[config.mk]
export PLATFORM = sky130hd
export DESIGN_NAME = multi_edge_pulse
export DESIGN_NICKNAME = d
export VERILOG_FILES = /design/src/rtl/multi_edge_pulse_pkg.sv /design/src/rtl/multi_edge_pulse_chan.sv /design/src/rtl/multi_edge_pulse.sv
export SDC_FILE = /design/constraint.sdc
export NUM_CORES = 1
export LEC_CHECK = 0
export ABC_AREA = 1
export CAP_MARGIN = 15
export CORE_ASPECT_RATIO = 1.25
export CORE_UTILIZATION = 41
export DETAILED_ROUTE_END_ITERATION = 10
export PLACE_DENSITY_LB_ADDON = 0.15
export SETUP_SLACK_MARGIN = 0.3
export SYNTH_ARGS = -nofsm -noshare
export SYNTH_HDL_FRONTEND = slang
export SYNTH_SLANG_ARGS = --single-unit
[constraint.sdc]
create_clock -name clk -period 0.9 [get_ports clk]
set_input_delay 0.18 -clock clk [delete_from_list [all_inputs] [get_ports clk]]
set_output_delay 0.18 -clock clk [all_outputs]
set_load 0.05 [all_outputs]
[src/rtl/multi_edge_pulse_pkg.sv]
// Package for multi_edge_pulse.
// Holds the edge-mode encodings and a helper that decides whether an accepted
// level change produces a pulse for a given mode.
package multi_edge_pulse_pkg;

    localparam int EDGE_RISE = 0;
    localparam int EDGE_FALL = 1;
    localparam int EDGE_BOTH = 2;

    // True when an accepted change to new_level should produce a pulse in this mode.
    function automatic logic edge_fires(input int mode, input logic new_level);
        case (mode)
            EDGE_RISE: edge_fires = new_level;
            EDGE_FALL: edge_fires = ~new_level;
            default:   edge_fires = 1'b1;
        endcase
    endfunction

endpackage

[src/rtl/multi_edge_pulse_chan.sv]
// edge_pulse_chan: one channel of the debounced edge-to-pulse converter.
//   clk    in  system clock
//   reset  in  asynchronous active-low reset
//   tick   in  qualifying strobe; the debounce counter only advances when high
//   din    in  raw asynchronous level
//   level  out debounced stable level
//   pulse  out one-clk pulse the cycle after an accepted edge matching EDGE_MODE
module edge_pulse_chan
    import multi_edge_pulse_pkg::*;
#(
    parameter int   SYNC_STAGES = 2,
    parameter int   DEBOUNCE    = 4,
    parameter int   EDGE_MODE   = EDGE_RISE,
    parameter logic IDLE_LEVEL  = 1'b0
) (
    input  logic clk,
    input  logic reset,
    input  logic tick,
    input  logic din,
    output logic level,
    output logic pulse
);

    localparam int CW = $clog2(DEBOUNCE + 1);
    localparam logic [CW-1:0] CNT_LAST = CW'(DEBOUNCE - 1);

    logic [SYNC_STAGES-1:0] sync_q, sync_d;
    logic [CW-1:0]          cnt_q, cnt_d;
    logic                   level_q, level_d;
    logic                   pulse_q, pulse_d;
    logic                   s;

    assign s = sync_q[SYNC_STAGES-1];

    always_comb begin
        sync_d  = {sync_q[SYNC_STAGES-2:0], din};
        cnt_d   = cnt_q;
        level_d = level_q;
        pulse_d = 1'b0;
        if (s == level_q) begin
            // Any agreement discards a partial count, so short glitches vanish.
            cnt_d = '0;
        end else if (tick) begin
            if (cnt_q == CNT_LAST) begin
                level_d = s;
                cnt_d   = '0;
                pulse_d = edge_fires(EDGE_MODE, s);
            end else begin
                cnt_d = cnt_q + 1'b1;
            end
        end
    end

    always_ff @(posedge clk or negedge reset) begin
        if (!reset) begin
            sync_q  <= {SYNC_STAGES{IDLE_LEVEL}};
            cnt_q   <= '0;
            level_q <= IDLE_LEVEL;
            pulse_q <= 1'b0;
        end else begin
            sync_q  <= sync_d;
            cnt_q   <= cnt_d;
            level_q <= level_d;
            pulse_q <= pulse_d;
        end
    end

    assign level = level_q;
    assign pulse = pulse_q;

endmodule

[src/rtl/multi_edge_pulse.sv]
// multi_edge_pulse: N-channel debounced edge-to-pulse converter.
//   clk        in  system clock
//   reset      in  asynchronous active-low reset
//   tick       in  qualifying strobe for debouncing
//   din        in  [CHANNELS] raw asynchronous levels
//   level      out [CHANNELS] debounced levels
//   pulse      out [CHANNELS] one-clk pulses per accepted matching edge
//   any_pulse  out OR of pulse, same cycle
module multi_edge_pulse
    import multi_edge_pulse_pkg::*;
#(
    parameter int   CHANNELS    = 4,
    parameter int   SYNC_STAGES = 2,
    parameter int   DEBOUNCE    = 4,
    parameter int   EDGE_MODE   = EDGE_RISE,
    parameter logic IDLE_LEVEL  = 1'b0
) (
    input  logic                clk,
    input  logic                reset,
    input  logic                tick,
    input  logic [CHANNELS-1:0] din,
    output logic [CHANNELS-1:0] level,
    output logic [CHANNELS-1:0] pulse,
    output logic                any_pulse
);

    for (genvar i = 0; i < CHANNELS; i++) begin : g_chan
        edge_pulse_chan #(
            .SYNC_STAGES(SYNC_STAGES),
            .DEBOUNCE   (DEBOUNCE),
            .EDGE_MODE  (EDGE_MODE),
            .IDLE_LEVEL (IDLE_LEVEL)
        ) u_chan (
            .clk  (clk),
            .reset(reset),
            .tick (tick),
            .din  (din[i]),
            .level(level[i]),
            .pulse(pulse[i])
        );
    end

    // pulse bits are already registered, so the OR is aligned with them.
    assign any_pulse = |pulse;

endmodule

* After elaboration in Yosys (flattened, before gate mapping)
Index checks and enable logic that the tools add are counted.
Storage, ports and cells: register bits 28, latch bits 0, bits in writable memories 0, ROM bits 0, memories kept 0
Operators by class: add/subtract/negate cells 4, $mul 0, div/mod/pow operators 0, order comparisons 0, equality and inequality tests 8, shifts and indexed selects 0, mux-type cells 24, bitwise logic cells 4, reductions and logical operators 9
Operators with widths (count):
- $mux W3 | 12
- $add A3 B1 Y3 const B | 4
- $eq A3 B2 Y1 const B | 4
- $mux W1 | 12
- $reduce_and A3 Y1 | 4
- $reduce_bool A2 Y1 | 4
- $eq A1 B1 Y1 | 4
- $not A1 Y1 | 4
- $reduce_or A4 Y1 | 1

* Logic depth before layout (Yosys ltp)
Gate-level depths: netlist of the first run.
word-level depth 4, depth in mapped cells 6, gate-level depth less buffers 6

* By module
Synthesis of the first run repeated with hierarchy kept, for this count alone.
Unflattened totals: cells, all modules 151, area total of the unflattened synthesis 1237.4 um2
Modules (own cells, without submodules):
- edge_pulse_chan | instances 4, cells each 37, area an instance 306.5 um2, sequential area each 175.2 um2
- multi_edge_pulse | instances 1, cells each 3, area an instance 11.3 um2, sequential area each 0.0 um2

* Least setup slack after synthesis of the first run
OpenSTA, ideal clock, no wires.
kind reg2reg, start point register g_chan[3].u_chan.cnt_q[0], end point register g_chan[3].u_chan.cnt_q[0], library setup time 0.065 ns, data arrival time 0.886 ns, data required time 0.835 ns, setup slack -0.051 ns, cell stages (with the launch flop) 7, path buffers 0, clock period less this slack 0.951 ns, cells stage by stage dfrtp_1 -> ha_1 -> nand2_1 -> inv_1 -> nor2_1 -> nand3_1 -> nand2_1
On the way: longest elaborated chain between the ends 4
Ends and longest elaborated chain:
- start, declared | line multi_edge_pulse_chan.sv:28 | logic [CW-1:0] cnt_q, cnt_d;
- start signal, assigned | line multi_edge_pulse_chan.sv:62 | cnt_q <= cnt_d;
- $add A3 B1 Y3 or $eq A3 B2 Y1 (tied branches) | line multi_edge_pulse_chan.sv:49, multi_edge_pulse_chan.sv:44
- $mux W3 (*) | line multi_edge_pulse_chan.sv:44 | if (cnt_q == CNT_LAST) begin
- $mux W3 (*) | line multi_edge_pulse_chan.sv:43 | end else if (tick) begin
- $mux W3 (*) | line multi_edge_pulse_chan.sv:40 | if (s == level_q) begin
Mark *: on every way between the ends. The rest lies on a longest branch, timed or not. The select of a mux whose other input is x is not followed. A chain may end at the register's enable or synchronous reset.

* Worst setup path in the final report of the first run
start point register g_chan[1].u_chan.pulse_q, end point output port any_pulse
On the way: longest elaborated chain between the ends 1
Ends and longest elaborated chain:
- start, declared | line multi_edge_pulse_chan.sv:30 | logic pulse_q, pulse_d;
- start signal, assigned | line multi_edge_pulse_chan.sv:64 | pulse_q <= pulse_d;
- $reduce_or A4 Y1 | line multi_edge_pulse.sv:44 | assign any_pulse = |pulse;
- end, declared | line multi_edge_pulse.sv:24 | output logic any_pulse
Every way passes these cells.

==> results of run 1 <==
==> what timing repair did <==
item                                    4_1_cts  5_1_grt
resized for setup                            42       24
cloned                                        0        0
buffers inserted                              7        5
endpoints found under the setup margin       29       29
pin swaps                                    23       29
==> stage by stage <==
stage	cells	setup slack (ps)	instance area, um^2	hold slack [ps]	power [uW]
floorplan	150	-14.7	1380	-116	2590
global placement	208	-270	1690	332	3140
detailed placement	208	-300	1690	337	3240
CTS	219	-400	1930	174	4470
global route	224	-433	2040	169	4960
finish	224	-375	2040	179	4680
==> report_power, final <==
group	total (uW)	internal, uW	switching [uW]
registers	1630	1450	182
clock network	823	451	373
logic	2220	1140	1090
total	4680	3040	1640
==> layer usage <==
metal / routed length (um) / vias to the layer above / track usage, %
met5: 0 / - / 0
met1: 1010 / 520 / 19.1
li1: - / 527 / -
met4: 91 / 0 / 8.88
met3: 67 / 9 / 2.82
met2: 1400 / 22 / 32.9
==> worst max path at each step <==
stage	to	slack, ps	cells after the start
3_3_place_gp	g_chan[1].u_chan.level	-270	5
5_1_grt	any_pulse	-430	3
2_1_floorplan	g_chan[2].u_chan.level	-10	6
3_5_place_dp	g_chan[0].u_chan.level	-300	5
6_report	any_pulse	-370	3
4_1_cts	any_pulse	-400	3
==> worst register-to-register path, delay by kind of cell, from the launching register on <==
| kind | cells | cell delay (ps) |
|---|---|---|
| simple gates | 5 | 290 |
| flops | 1 | 430 |
| buf+inv | 3 | 300 |
==> state kept, by name, indices dropped and copies added, names as in the netlist <==
signal	cells
g_chan.u_chan.cnt_q	12
g_chan.u_chan.level	4
g_chan.u_chan.pulse	4
g_chan.u_chan.sync_q	8
==> logic make-up after synthesis <==
kind of cell	Yosys count	synth area share, %
buffers and inverters	30	12.2
adder cells (fa/ha/maj)	4	3.87
AND/OR/NAND/NOR	84	28.2
flip-flops	28	54.2
AO/OA/AOI/OAI	4	1.55
==> final cells by class <==
cell class / instances / area (um^2)
Multi-Input combinational cell: 92 / 629
Fill cell: 221 / 928
Sequential cell: 28 / 702
Clock inverter: 1 / 30.0
Tap cell: 36 / 45.0
Inverter: 20 / 97.6
Clock buffer: 3 / 22.5
Timing Repair Buffer: 44 / 518
==> cells in the mapped netlist <==
library cell   n
nor2_2         4
o21ai_0        1
ha_1           4
inv_1         15
nand4_1        7
nand3_1        7
a21oi_1        3
buf_4          8
inv_2          5
nand2_1       52
buf_6          2
nand2_2        5
nor2_1         9
dfrtp_1       28
==> summary.txt, run 1 <==
status - complete, but fails checks
violated checks - setup timing
Post-Syn Area - 1290 um^2
vias per inst - 4.81
Fin Setup TNS - -5580 ps
FMAX - 785 MHz
Final WS setup - -375 ps
CP bufs+invs - 1
Post-DP HPWL - 1770 um
worst reg2reg startpoint - g_chan[3].u_chan.level
antenna violations before repair - 0
CP endpoint kind - output pin
Util after Layout - 68.8%
CTS clk-pin slew, worst paths - 150 ps
ratio of cells with drive above 1 in the final layout - 53.2%
gpl congestion - 0.737
Max IR drop VDD - 1590 uV
reg2reg path depth - 8
die area - 3380 um^2
number of nets in the layout - 200
Critical Path, Cell by Cell - nor2_2 > nand2_2 > buf_8
CTS max path bufs - 2
CTS Hold Bufs - 0
syn_nets - 161
clk sink count - 28
P&R area growth vs syn - 58.2%
largest delay contributor family on the critical path - flip-flops
PwrDens - 2290 nW/um^2
CP max stage delay - 430 ps
gr usage total - 17.9%
GRT overflow - 0
type of the worst setup path - reg -> out
# rows - 22
diodes inserted - 0
Lkg Pwr - 0.00102 uW
DR vias - 1078
first-pass GRT wire length - 4450 um
initial core utilization - 43.5%
most common cell after layout, fill and taps aside - nand2_1
most frequent cells in the layout - nand2_1, dfrtp_1, nand2_2
Core Footprint - 2970 um^2
Mapped Cells - 150
reg2reg setup slack - -220 ps
post-DR wirelength/cell - 11.5 um
clk_lat worst skew - 330 ps
synth unique cells - 14
critical-path maximum fanout - 2
CTS tree - done
total CTS buffers - 3
Seq/Total Area, Yosys - 54.2%
Startpoint Class - register
Slew Viols, Final - 0
H-tree levels - 1
vias in the first global route - 1093
Total Wirelength - 2570 um
final setup fails - 29
top cell type's share of synthesized area - 54.2%
Post-DRT Antenna Nets - 0
Final Hold Viols - 0
io pins - 16
CTS Root Cell - clkbuf_4
Final Cycle Share - 142%
min Tclk post-route - 1270 ps
Slew HR - 85.9%
Arr. time, crit path - 1090 ps
HP Class - in -> async
largest net degree at the start of global routing - 29
Crit-path slowest cell - dfrtp_1
Synth Register Bits - 28
FF-to-FF End - g_chan[3].u_chan.level
residual DRC count - 0
Die Y - 64.8 um
total iterations of the first detailed-routing run - 4
Port Buffers - 15
Slew @ Worst Pin - 212 ps
max-cap viol count - 0
Critical Path RT - 720 ps
starting DRC count in detailed routing - 18
Synth area leaders - dfrtp_1, nand2_1, buf_4
Critical Path Source - g_chan[1].u_chan.pulse
die width - 52.2 um
Mapped Avg Cell Area - 8.62 um^2
largest area contributor in the netlist - dfrtp_1
unrepaired setup endpoints after global routing - yes
skew final - 7.50 ps
synth warn - 0
No activity file was read; power rests on OpenSTA's default activity.
==> run 2: changes to the inputs <==
- clock period: 0.9 -> 1.6 ns (I/O delays scaled with it)
==> run 2 against run 1 <==
Net effect:
- the run now ends clean
- final cell count shrank 9.4%
- count of clock-buffer cells in the layout grew 1
- combinational power is 66% lower
- flip-flop and latch count did not move
- utilization fell by 16 points
- register-to-register slack gained 710 ps
- first-iteration DRC count is 17% lower
- via count shrank 12%
- global-route usage shrank 3.4 points
- critical path type unchanged
==> summary.txt, run 2 (synthesis results as in run 1) <==
max-cap viol count - 0
Final Cycle Share - 86.7%
most common cell after layout, fill and taps aside - nand2_1
Final Hold Viols - 0
Max IR drop VDD - 723 uV
routed length on met2 - 971 um
gpl congestion - 0.794
clk sink count - 28
# rows - 22
Slew Viols, Final - 0
Arr. time, crit path - 1070 ps
sw frac - 35.4%
Core Footprint - 2970 um^2
critical-path maximum fanout - 2
Slew HR - 77.2%
largest net degree at the start of global routing - 29
H-tree levels - 1
CP endpoint kind - output pin
largest reg by FF count - g_chan.u_chan.cnt_q
CTS Hold Bufs - 0
Lkg Pwr - 0.000867 uW
FMAX - 721 MHz
Fin Setup TNS - 0 ps
CTS tree - done
final setup fails - 0
die area - 3380 um^2
Gate power share - 37.5%
diodes inserted - 0
Top Metal Used - met4
total iterations of the first detailed-routing run - 4
die width - 52.2 um
PwrDens - 1290 nW/um^2
skew final - 7.57 ps
CTS max path bufs - 2
ratio of cells with drive above 1 in the final layout - 23.4%
P&R area growth vs syn - 20.9%
Slew @ Worst Pin - 342 ps
part of the power in registers - 45.8%
post-DR wirelength/cell - 9.94 um
WL met1 - 969 um
Startpoint Class - register
min Tclk post-route - 1390 ps
io pins - 16
unrepaired setup endpoints after global routing - yes
hold_ws - 341 ps
vias per inst - 4.68
Critical Path RT - 1280 ps
initial core utilization - 43.5%
largest registers - g_chan.u_chan.cnt_q x12, g_chan.u_chan.sync_q x8
starting DRC count in detailed routing - 15
gr usage total - 14.5%
Post-DRT Antenna Nets - 0
antenna violations before repair - 0
Switch Pwr - 714 uW
most frequent cells in the layout - nand2_1, dfrtp_1, inv_1
vias in the first global route - 908
type of the worst setup path - reg -> out
Post-DP HPWL - 1460 um
GRT overflow - 0
Routed met3 length - 54 um
CTS Root Cell - clkbuf_4
total CTS buffers - 3
clk_lat worst skew - 320 ps
clock power share - 16.6%
Die Y - 64.8 um
Total Wirelength - 2020 um
first-pass GRT wire length - 3640 um
Port Buffers - 15
residual DRC count - 0
Largest register FFs - 12
Internal - 1300 uW
DR vias - 950
status - completed
HP Class - in -> async
CTS clk-pin slew, worst paths - 150 ps
number of nets in the layout - 179
fillers - 296
## run 2: changes by cell type in the layout (fill, tap and decap cells not counted), sizes merged
cell	previous run	this run
buf	38	17
bufinv	1	0
clkbuf	3	4
## run 2: metrics by stage
stage               setup WS (ps)  total power, uW  std cells  utilization, %  area, um^2
finish                        213             2020        203            52.6        1560
global route                  151             2160        203            52.6        1560
floorplan                     544             1390        150               -        1290
CTS                           185             1990        199            51.4        1530
global placement              228             1590        193            49.5        1470
detailed placement            221             1620        193            49.5        1470
## run 2: final timing paths
check | cells after the start | from | endpoint | slack, ps
min | 2 | reset | g_chan[3].u_chan.sync_q[1] | 340
min in group clk | 0 | g_chan[2].u_chan.sync_q[0] | g_chan[2].u_chan.sync_q[1] | 370
max reg2reg | 7 | g_chan[1].u_chan.level | g_chan[1].u_chan.level | 490
min reg2reg | 0 | g_chan[2].u_chan.sync_q[0] | g_chan[2].u_chan.sync_q[1] | 370
max in group asynchronous | 2 | reset | g_chan[1].u_chan.level | 970
max | 3 | g_chan[3].u_chan.pulse | any_pulse | 210
## run 2: final cells by class
cell class | instances | area [um^2] | area share [%]
clock buffer | 4 | 36.3 | 2.32
inverter | 20 | 75.1 | 4.80
multi-input combinational | 92 | 434 | 27.8
sequential | 28 | 706 | 45.2
tap | 36 | 45.0 | 2.88
timing repair buffer | 23 | 267 | 17.1
## run 2: power by group through the flow
stage	Combinational, uW	Clock, uW	Sequential, uW
finish	757	335	925
global route	837	382	937
CTS	698	357	939
detailed placement	674	0	951
global placement	651	0	942
floorplan	485	0	906
## run 2: critical path: stages (launching register included)
cell	delay, ps
dfrtp_1	400
nor2_1	100
nand2_1	90
buf_12	160
## run 2: per-layer routing
| layer | vias to the layer above | global-route usage [%] |
|---|---|---|
| li1 | 484 | - |
| met1 | 452 | 18.0 |
| met2 | 12 | 23.4 |
| met3 | 2 | 2.11 |
| met4 | 0 | 8.55 |
| met5 | - | 0 |
## run 2: repair_timing
action / in CTS / in global routing
pin swaps: 1 / 0
resized for setup: 4 / 1
buffers inserted: 2 / 4
endpoints found under the setup margin: 5 / 5
